`config.mk`:
```
export PLATFORM = sky130hd
export DESIGN_NAME = prc_sched
export DESIGN_NICKNAME = d
export VERILOG_FILES = /design/src/rtl/prc_sched.sv
export SDC_FILE = /design/constraint.sdc
export NUM_CORES = 1
export LEC_CHECK = 0
export BUFFER_PORTS_ARGS = -buffer_cell sky130_fd_sc_hd__clkbuf_2
export CAP_MARGIN = 20
export CORE_UTILIZATION = 40
export DETAILED_ROUTE_END_ITERATION = 10
export SYNTH_ARGS = -nofsm -noshare
export SYNTH_HDL_FRONTEND = slang
export SYNTH_SLANG_ARGS = --single-unit
```
`constraint.sdc`:
```
create_clock -name clk -period 3.35 [get_ports clk]
set_input_delay 0 -clock clk [delete_from_list [all_inputs] [get_ports clk]]
set_output_delay 0 -clock clk [all_outputs]
set_load 0.005 [all_outputs]
```
`src/rtl/prc_sched.sv`:
```
// prc_sched: partial-reconfiguration request scheduler.
//
// Grants one requester at a time, round-robin. For the granted requester it
// isolates and resets the user region, starts the config load, waits for
// done / error / timeout, holds the region in reset for a fixed time,
// then returns a status and raises a level interrupt on failure.
//
// Ports
//   clk          single clock
//   reset        synchronous, active-high
//   req          per-requester level request, held until its rsp_valid
//   grant        one-hot owner, zero when idle
//   rsp_valid    one-cycle completion pulse
//   rsp_status   00 ok, 01 cfg error, 10 timeout; held until next rsp_valid
//   cfg_start    one-cycle load start pulse
//   cfg_done     load-complete pulse (synchronized)
//   cfg_err      load-error level or pulse (synchronized)
//   decouple     isolates the user-region interfaces
//   rp_resetn    active-low user-region reset
//   busy         high whenever not IDLE
//   err_int_req  level interrupt, set on a failed load
//   err_int_ack  clears err_int_req (a coincident set wins)
//
// state    | meaning
// ---------+-----------------------------------------------------------
// IDLE     | no owner; pick next requester at/after rr_ptr
// DECOUPLE | region isolated and in reset, DECOUPLE_CYC cycles
// START    | one-cycle cfg_start pulse, timeout timer loaded
// BUSY     | waiting for cfg_err / cfg_done / timeout
// RELEASE  | region still in reset, RST_CYC cycles
// RESP     | rsp_valid pulse, advance rr_ptr, raise interrupt on error

module prc_sched #(
    parameter int                    NUM_REQ      = 4,
    parameter int                    DECOUPLE_CYC = 16,
    parameter int                    RST_CYC      = 32,
    parameter int                    TO_WIDTH     = 28,
    parameter logic [TO_WIDTH-1:0]   TIMEOUT      = 28'h100_0000
) (
    input  logic               clk,
    input  logic               reset,
    input  logic [NUM_REQ-1:0] req,
    output logic [NUM_REQ-1:0] grant,
    output logic               rsp_valid,
    output logic [1:0]         rsp_status,
    output logic               cfg_start,
    input  logic               cfg_done,
    input  logic               cfg_err,
    output logic               decouple,
    output logic               rp_resetn,
    output logic               busy,
    output logic               err_int_req,
    input  logic               err_int_ack
);

    localparam int IDX_W   = $clog2(NUM_REQ);
    localparam int CNT_MAX = (DECOUPLE_CYC > RST_CYC) ? DECOUPLE_CYC : RST_CYC;
    localparam int CNT_W   = $clog2(CNT_MAX + 1);

    localparam logic [CNT_W-1:0]    DEC_LOAD  = CNT_W'(DECOUPLE_CYC - 1);
    localparam logic [CNT_W-1:0]    RST_LOAD  = CNT_W'(RST_CYC - 1);
    localparam logic [TO_WIDTH-1:0] TO_LOAD   = TIMEOUT - 1'b1;
    localparam logic [IDX_W:0]      NUM_REQ_W = (IDX_W + 1)'(NUM_REQ);
    localparam logic [IDX_W-1:0]    LAST_IDX  = IDX_W'(NUM_REQ - 1);

    localparam logic [1:0] ST_OK      = 2'b00;
    localparam logic [1:0] ST_CFG_ERR = 2'b01;
    localparam logic [1:0] ST_TIMEOUT = 2'b10;

    typedef enum logic [2:0] {
        S_IDLE,
        S_DECOUPLE,
        S_START,
        S_BUSY,
        S_RELEASE,
        S_RESP
    } state_t;

    state_t              state;
    state_t              state_nxt;
    logic [CNT_W-1:0]    cnt;
    logic [TO_WIDTH-1:0] to_cnt;
    logic [IDX_W-1:0]    rr_ptr;
    logic [IDX_W-1:0]    grant_idx;
    logic [1:0]          status_q;

    logic                pick_found;
    logic [IDX_W-1:0]    pick_idx;
    logic [IDX_W:0]      pick_sum;

    logic                busy_exit;

    // Round-robin search: first set req bit at or after rr_ptr, wrapping.
    always_comb begin
        pick_found = 1'b0;
        pick_idx   = '0;
        pick_sum   = '0;
        for (int i = 0; i < NUM_REQ; i++) begin
            pick_sum = {1'b0, rr_ptr} + (IDX_W + 1)'(i);
            if (pick_sum >= NUM_REQ_W) begin
                pick_sum = pick_sum - NUM_REQ_W;
            end
            if (!pick_found && req[pick_sum[IDX_W-1:0]]) begin
                pick_found = 1'b1;
                pick_idx   = pick_sum[IDX_W-1:0];
            end
        end
    end

    assign busy_exit = cfg_err || cfg_done || (to_cnt == '0);

    always_comb begin
        state_nxt = state;
        case (state)
            S_IDLE:     if (pick_found) state_nxt = S_DECOUPLE;
            S_DECOUPLE: if (cnt == '0)  state_nxt = S_START;
            S_START:                    state_nxt = S_BUSY;
            S_BUSY:     if (busy_exit)  state_nxt = S_RELEASE;
            S_RELEASE:  if (cnt == '0)  state_nxt = S_RESP;
            S_RESP:                     state_nxt = S_IDLE;
            default:                    state_nxt = S_IDLE;
        endcase
    end

    always_ff @(posedge clk) begin
        if (reset) begin
            state <= S_IDLE;
        end else begin
            state <= state_nxt;
        end
    end

    // Timers count down to zero; the load value is the cycle count minus one.
    always_ff @(posedge clk) begin
        if (reset) begin
            cnt        <= '0;
            to_cnt     <= '0;
            grant      <= '0;
            grant_idx  <= '0;
            rr_ptr     <= '0;
            status_q   <= ST_OK;
            rsp_status <= ST_OK;
        end else begin
            case (state)
                S_IDLE: begin
                    if (pick_found) begin
                        grant     <= NUM_REQ'(1) << pick_idx;
                        grant_idx <= pick_idx;
                        cnt       <= DEC_LOAD;
                    end
                end
                S_DECOUPLE: begin
                    if (cnt != '0) cnt <= cnt - 1'b1;
                end
                S_START: begin
                    to_cnt <= TO_LOAD;
                end
                S_BUSY: begin
                    if (cfg_err) begin
                        status_q <= ST_CFG_ERR;
                    end else if (cfg_done) begin
                        status_q <= ST_OK;
                    end else if (to_cnt == '0) begin
                        status_q <= ST_TIMEOUT;
                    end else begin
                        to_cnt <= to_cnt - 1'b1;
                    end
                    if (busy_exit) cnt <= RST_LOAD;
                end
                S_RELEASE: begin
                    // rsp_status only changes as RESP is entered so it stays
                    // stable between responses.
                    if (cnt == '0) begin
                        rsp_status <= status_q;
                    end else begin
                        cnt <= cnt - 1'b1;
                    end
                end
                S_RESP: begin
                    grant  <= '0;
                    rr_ptr <= (grant_idx == LAST_IDX) ? '0 : grant_idx + 1'b1;
                end
                default: ;
            endcase
        end
    end

    always_ff @(posedge clk) begin
        if (reset) begin
            err_int_req <= 1'b0;
        end else if (state == S_RESP && rsp_status != ST_OK) begin
            err_int_req <= 1'b1;
        end else if (err_int_ack) begin
            err_int_req <= 1'b0;
        end
    end

    assign busy      = (state != S_IDLE);
    assign decouple  = (state != S_IDLE);
    assign rp_resetn = (state == S_IDLE);
    assign cfg_start = (state == S_START);
    assign rsp_valid = (state == S_RESP);

endmodule

```
==> metrics, run 1 <==
outcome=complete, no violations; post-route total power=2.06 mW; clock-pin transition on the worst setup and hold timing paths=0.09 ns; DP Worst Slack=around 0.65 ns; ranking of synthesized cells by area=dfxtp_1 (38%), a31oi_1 (4.2%), or4_1 (4.2%); area of the multi-input gates=~1500 um2; Inserted Diodes=0; Crit Path Category=register to register; Detailed Routing Iterations Pass 1=4; Slew Limit Fails=0; relative slew slack=0.391; reg-to-reg critical path startpoint=to_cnt[16]; #FFs+latches synth=50; Seq. cell area=around 1000 um2; post-synth top area share=0.377; Core Area=6390 um2; Routed WL=6050 um; layout filler cell count=646; Peak Freq=367 MHz; Antenna Nets Post-Route=0; die height=83.5 um; htree depth=2; Fin. Hold Viols=0; PostCTS Resize Cnt=0; leakage power=1.14 nW; Cell Area, Synth=2660 um2; Worst Hold Launch=cfg_err; Layout Area Growth over Synthesis=10.3%; largest net degree at the start of global routing=44; Starting Density=0.416; critical path endpoint category=register; CTS Buf Count=5; number of synthesized flops with an enable pin=0; Post-Synthesis Cells=320; crit path DAT=between 2 and 3 ns; worst slew pin tran=around 0.91 ns; cts hold-fix bufs=1; DRC Markers=0; Worst IR Drop VDD=0.000347 V; number of placement rows=29; Final HPWL DP=4160 um; Final Setup Violations=0; nets@finish=348; GRT overflow=0; Die ar.=6970 um2; CTS Buffer Depth=2; post-CTS repair timing setup buffer count=0; clk_skew=0.0108 ns; Max Cap Viol=0; Netlist cell types=between 50 and 60; IO Port Bufs=20; min cycle time layout=2.72 ns; number of global-route vias before repair=2281; I/O pin total=21; clk_lat worst skew=between 0.3 and 0.4 ns; Worst Setup SP=to_cnt[16]; Synth top cells by count=dfxtp_1 (50), a21oi_1 (22), nand2_1 (22); antenna violations before repair=0; most common cell in the netlist=dfxtp_1; CTS sink count=50; register area share after synthesis=0.377; min setup slack post-route=about 0.63 ns; die width=83.5 um; class of the worst hold path=input pin to register; CTS tree=done; Setup TNS=0 ns; YS warnings=0; GP Congestion=0.805; layout cells sized above 1=0.119; placed insts=403; ys async rst share=0; DR vias/cell=6.06; final worst-path cycle share=0.813; 1st-iter DRT viols=121; root buf cell=clkbuf_8; Main synth FF type=dfxtp_1; post-synth top area cell=dfxtp_1; routed vias=2497; routed len/inst=14.7 um; power density cells=704 nW/um2; syn_nets=334; Worst setup SP type=register; CP required=3.50 ns; Mean Syn Cell Area=roughly 8.3 um2; worst hold margin=0.0485 ns; first-pass GRT wire length=around 11000 um; RSZ-0062 raised after global routing=false; Non-Filler Instances=412; GRT Total Usage=0.183; CP Max Fanout=18
## registers in the layout, summed over array words and instances (netlist names)
name,cells
cnt,6
rr_ptr,2
rsp_status,2
status_q,2
to_cnt,28
grant,4
grant_idx,2
state,3
err_int_req,1
## report_power, final
group          internal, mW  total [mW]  switching, mW
registers             0.669       0.750         0.0814
clock network         0.319       0.525          0.206
logic                 0.281       0.788          0.507
total                  1.27        2.06          0.795
## routing by layer
metal  global-route usage  wire length [um]  vias up
li1                     -                 -     1250
met1                0.234              2960     1179
met2                0.309              2770       58
met3               0.0317               222       10
met4               0.0693               104        0
met5                    0                 0        -
## cell usage in the layout (no fill, tap or decap), types with 3 or more instances in the layout
| cell type | synthesis | layout |
|---|---|---|
| a211oi_1 | 7 | 7 |
| a21oi_1 | 22 | 22 |
| a311oi_1 | 4 | 4 |
| a31oi_1 | 18 | 18 |
| and3_1 | 4 | 4 |
| and4_1 | 3 | 3 |
| buf_4 | 1 | 4 |
| clkbuf_2 | 0 | 20 |
| clkbuf_8 | 0 | 6 |
| dfxtp_1 | 50 | 50 |
| ha_1 | 5 | 5 |
| inv_1 | 13 | 13 |
| nand2_1 | 22 | 22 |
| nand2b_1 | 4 | 4 |
| nand3_1 | 9 | 9 |
| nand3b_1 | 6 | 6 |
| nor2_1 | 21 | 21 |
| nor3_1 | 14 | 14 |
| nor4_1 | 4 | 4 |
| o21ai_0 | 10 | 10 |
| o21ai_1 | 6 | 6 |
| o31ai_1 | 13 | 13 |
| or2_2 | 3 | 3 |
| or3_1 | 15 | 15 |
| or4_1 | 15 | 15 |
## worst paths after layout
check / cells past startpoint / to / slack, ns
max: 6 / to_cnt[20] / 0.63
min: 3 / state[2] / 0.05
max reg2reg: 6 / to_cnt[20] / 0.63
min reg2reg: 2 / grant_idx[1] / 0.47
## critical path: stages, from the launching register on
cell,delay (ns)
dfxtp_1,0.35
or4_1,0.67
or4_4,0.64
o21ai_4,0.43
buf_4,0.28
or4_1,0.13
a31oi_1,0.07
## through the flow
stage | cell area (um2) | utilization
floorplan | 2660 | -
global route | 2930 | 0.459
CTS | 2930 | 0.459
detailed placement | 2780 | 0.435
finish | 2930 | 0.459
global placement | 2780 | 0.435
## final cells by class
| class | count | share of cell area |
|---|---|---|
| inverters | 13 | 0.0167 |
| multi-input cells | 239 | 0.512 |
| repair buffers | 25 | 0.0478 |
| flip-flops and latches | 50 | 0.342 |
| clock buffers | 6 | 0.0282 |
| clock inverters | 2 | 0.0205 |
| well taps | 77 | 0.0329 |
## kinds of logic after synthesis
logic type                 synth area share
and+or+nand+nor                       0.271
xor gates and xnor gates            0.00990
AOI/OAI and AO/OA                     0.254
DFF                                   0.377
adders and majority gates            0.0236
buffers and inverters                0.0580
muxes                               0.00754
Note: power is estimated with default switching activity, not from simulation.
==> run 2, diff against run 1 <==
==> constraint.sdc (replaced) <==
create_clock -name clk -period 2.7 [get_ports clk]
set_input_delay 0 -clock clk [delete_from_list [all_inputs] [get_ports clk]]
set_output_delay 0 -clock clk [all_outputs]
set_load 0.005 [all_outputs]
==> metrics, run 2 (same netlist as run 1, synthesis figures left out) <==
clk_skew=0.00831 ns (-0.00244 ns); number of placement rows=29 (unchanged); reg-to-reg critical path startpoint=to_cnt[19]; htree depth=2 (unchanged); min cycle time layout=2.53 ns (-0.198 ns); Max Cap Viol=0 (unchanged); antenna violations before repair=0 (unchanged); nets@finish=352 (+1.1%); 1st-iter DRT viols=146 (+21%); Fin. Hold Viols=0 (unchanged); Worst IR Drop VDD=0.000337 V (-2.8%); root buf cell=clkbuf_8; worst slew pin tran=0.667 ns (-0.246 ns); GRT overflow=0 (unchanged); CP Buf/Inv Count=1 (unchanged); Core Area=6390 um2 (unchanged); Net Sw Power=1.00 mW (+26%); largest net degree at the start of global routing=43 (-2.3%); Crit Path Category=register to register; most frequent cells in the layout=dfxtp_1 (50), a21oi_1 (22), nand2_1 (22); DR vias/cell=5.92 (-2.4%); Layout Area Growth over Synthesis=10.3% (about the same); biggest regs=to_cnt: 28 flops, cnt: 6 flops, grant: 4 flops; power share of the combinational group=0.417 (+0.035); Flop pwr share=0.384 (+0.020); Inserted Diodes=0 (unchanged); layout filler cell count=642 (-0.62%); Final Setup Violations=0 (unchanged); Int Pwr=1.41 mW (+11%); CP required=2.91 ns (-0.59 ns); first-pass GRT wire length=11000 um (+4.0%); RSZ-0062 raised after global routing=false; class of the worst hold path=input pin to register; routed len/inst=14.7 um (+0.23%); setup slack, reg-to-reg=0.17 ns (-0.45 ns); Starting Density=0.416 (unchanged); GP Congestion=0.739 (-8.2%); CTS tree=done; number of global-route vias before repair=2350 (+3.0%); PostCTS Resize Cnt=0 (unchanged); clock power share=0.199 (-0.055); Final HPWL DP=4180 um (+0.52%); Worst Hold Launch=cfg_done; Detailed Routing Iterations Pass 1=4 (unchanged); IO Port Bufs=20 (unchanged); critical path endpoint category=register; outcome=complete, no violations; Largest register FFs=28 (unchanged); Antenna Nets Post-Route=0 (unchanged); relative slew slack=0.555 (+0.164); DRC Markers=0 (unchanged); Setup TNS=0 ns (unchanged); CP Max Fanout=27 (+9); Reg2Reg Depth=6 (unchanged); WHS Endpoint=state[2]; clk_lat worst skew=0.31 ns (about the same); power density cells=824 nW/um2 (+17%); register bank with the most flops=to_cnt; cts hold-fix bufs=1 (unchanged); Peak Freq=396 MHz (+7.8%); Net Sw Frac=0.416 (+0.0305); die height=83.5 um (unchanged); worst path cell trace=or4_1 > or4_4 > o21ai_4 > buf_12 > nand2_1 > a311oi_1; area of the multi-input gates=1500 um2 (unchanged); crit path DAT=2.74 ns (-0.13 ns); layout cells sized above 1=0.130 (+0.0104); clock-pin transition on the worst setup and hold timing paths=0.10 ns (about the same); CTS Buf Count=5 (unchanged); r2r endpoint=to_cnt[1]; commonest non-fill, non-tap cell in the layout=dfxtp_1; CTS Buffer Depth=2 (unchanged); WP depth=6 (unchanged); routed vias=2461 (-1.4%); final instance area=2930 um2 (about the same); leakage power=1.14 nW (+0.28%); max incr delay on CP=0.63 ns (-0.04 ns); Routed WL=6120 um (+1.2%); Seq. cell area=1000 um2 (unchanged); CP delay by family, top=simple AND/OR/NAND/NOR gates; post-CTS repair timing setup buffer count=0 (unchanged); die width=83.5 um (unchanged); placed cell area=2820 um2 (+1.5%); Worst setup SP type=register; I/O pin total=21 (unchanged); final worst-path cycle share=0.936 (+0.122); Die ar.=6970 um2 (unchanged); hold depth=3 (unchanged); Slew Limit Fails=0 (unchanged); GRT Total Usage=0.189 (+0.00553); slowest cell on the critical path=or4_4; CTS sink count=50 (unchanged); Worst Setup SP=to_cnt[19]
[run 2: cell count changes in the layout (fill, tap and decap cells not counted)]
cell	change
buf_4	+3
bufinv_16	-2
buf_12	+1
clkinvlp_4	+1
inv_6	+1
[run 2: worst register-to-register path, cell delays in order, from the launching register on]
cell and delay [ns]:
dfxtp_1 0.36, or4_1 0.61, or4_4 0.64, o21ai_4 0.28
buf_12 0.21, nand2_1 0.06, a311oi_1 0.28
[run 2: area by class of cell]
cell class / count / share of cell area
clock buffer: 6 / 0.0282
timing repair buffer: 29 / 0.0624
clock inverter: 2 / 0.00556
inverter: 13 / 0.0167
multi-input combinational: 239 / 0.512
sequential: 50 / 0.342
tap: 77 / 0.0329
[run 2: worst max-delay path by stage]
stage and endpoint:
3_3_place_gp cnt[4], 4_1_cts to_cnt[1], 6_report to_cnt[1], 3_5_place_dp to_cnt[1]
2_1_floorplan cnt[4], 5_1_grt cnt[4]
[run 2: power groups by stage]
stage               clock network, mW  registers (mW)  logic, mW
floorplan                           0           0.909      0.810
global placement                    0           0.941      0.980
detailed placement                  0           0.941      0.992
CTS                             0.494           0.926      0.997
global route                    0.526           0.944       1.15
finish                          0.479           0.927       1.01
[run 2: per-stage QoR]
stage                     power (mW)   util  hold WS [ns]  setup WS, ns  std cells
after floorplan                 1.72      -         0.178         0.265        320
after global placement          1.92  0.441         0.266         0.269        407
after detailed placement        1.93  0.441         0.273         0.166        407
after CTS                       2.42  0.458        0.0447         0.152        416
after global routing            2.62  0.458        0.0813        0.0252        416
final                           2.41  0.458        0.0558         0.174        416
[run 2: routing by layer]
layer,vias to the layer above,track usage,share of wire
met5,-,0,0
met4,0,0.0693,0.016
met3,11,0.0366,0.039
met2,44,0.307,0.45
met1,1146,0.249,0.50
li1,1260,-,-
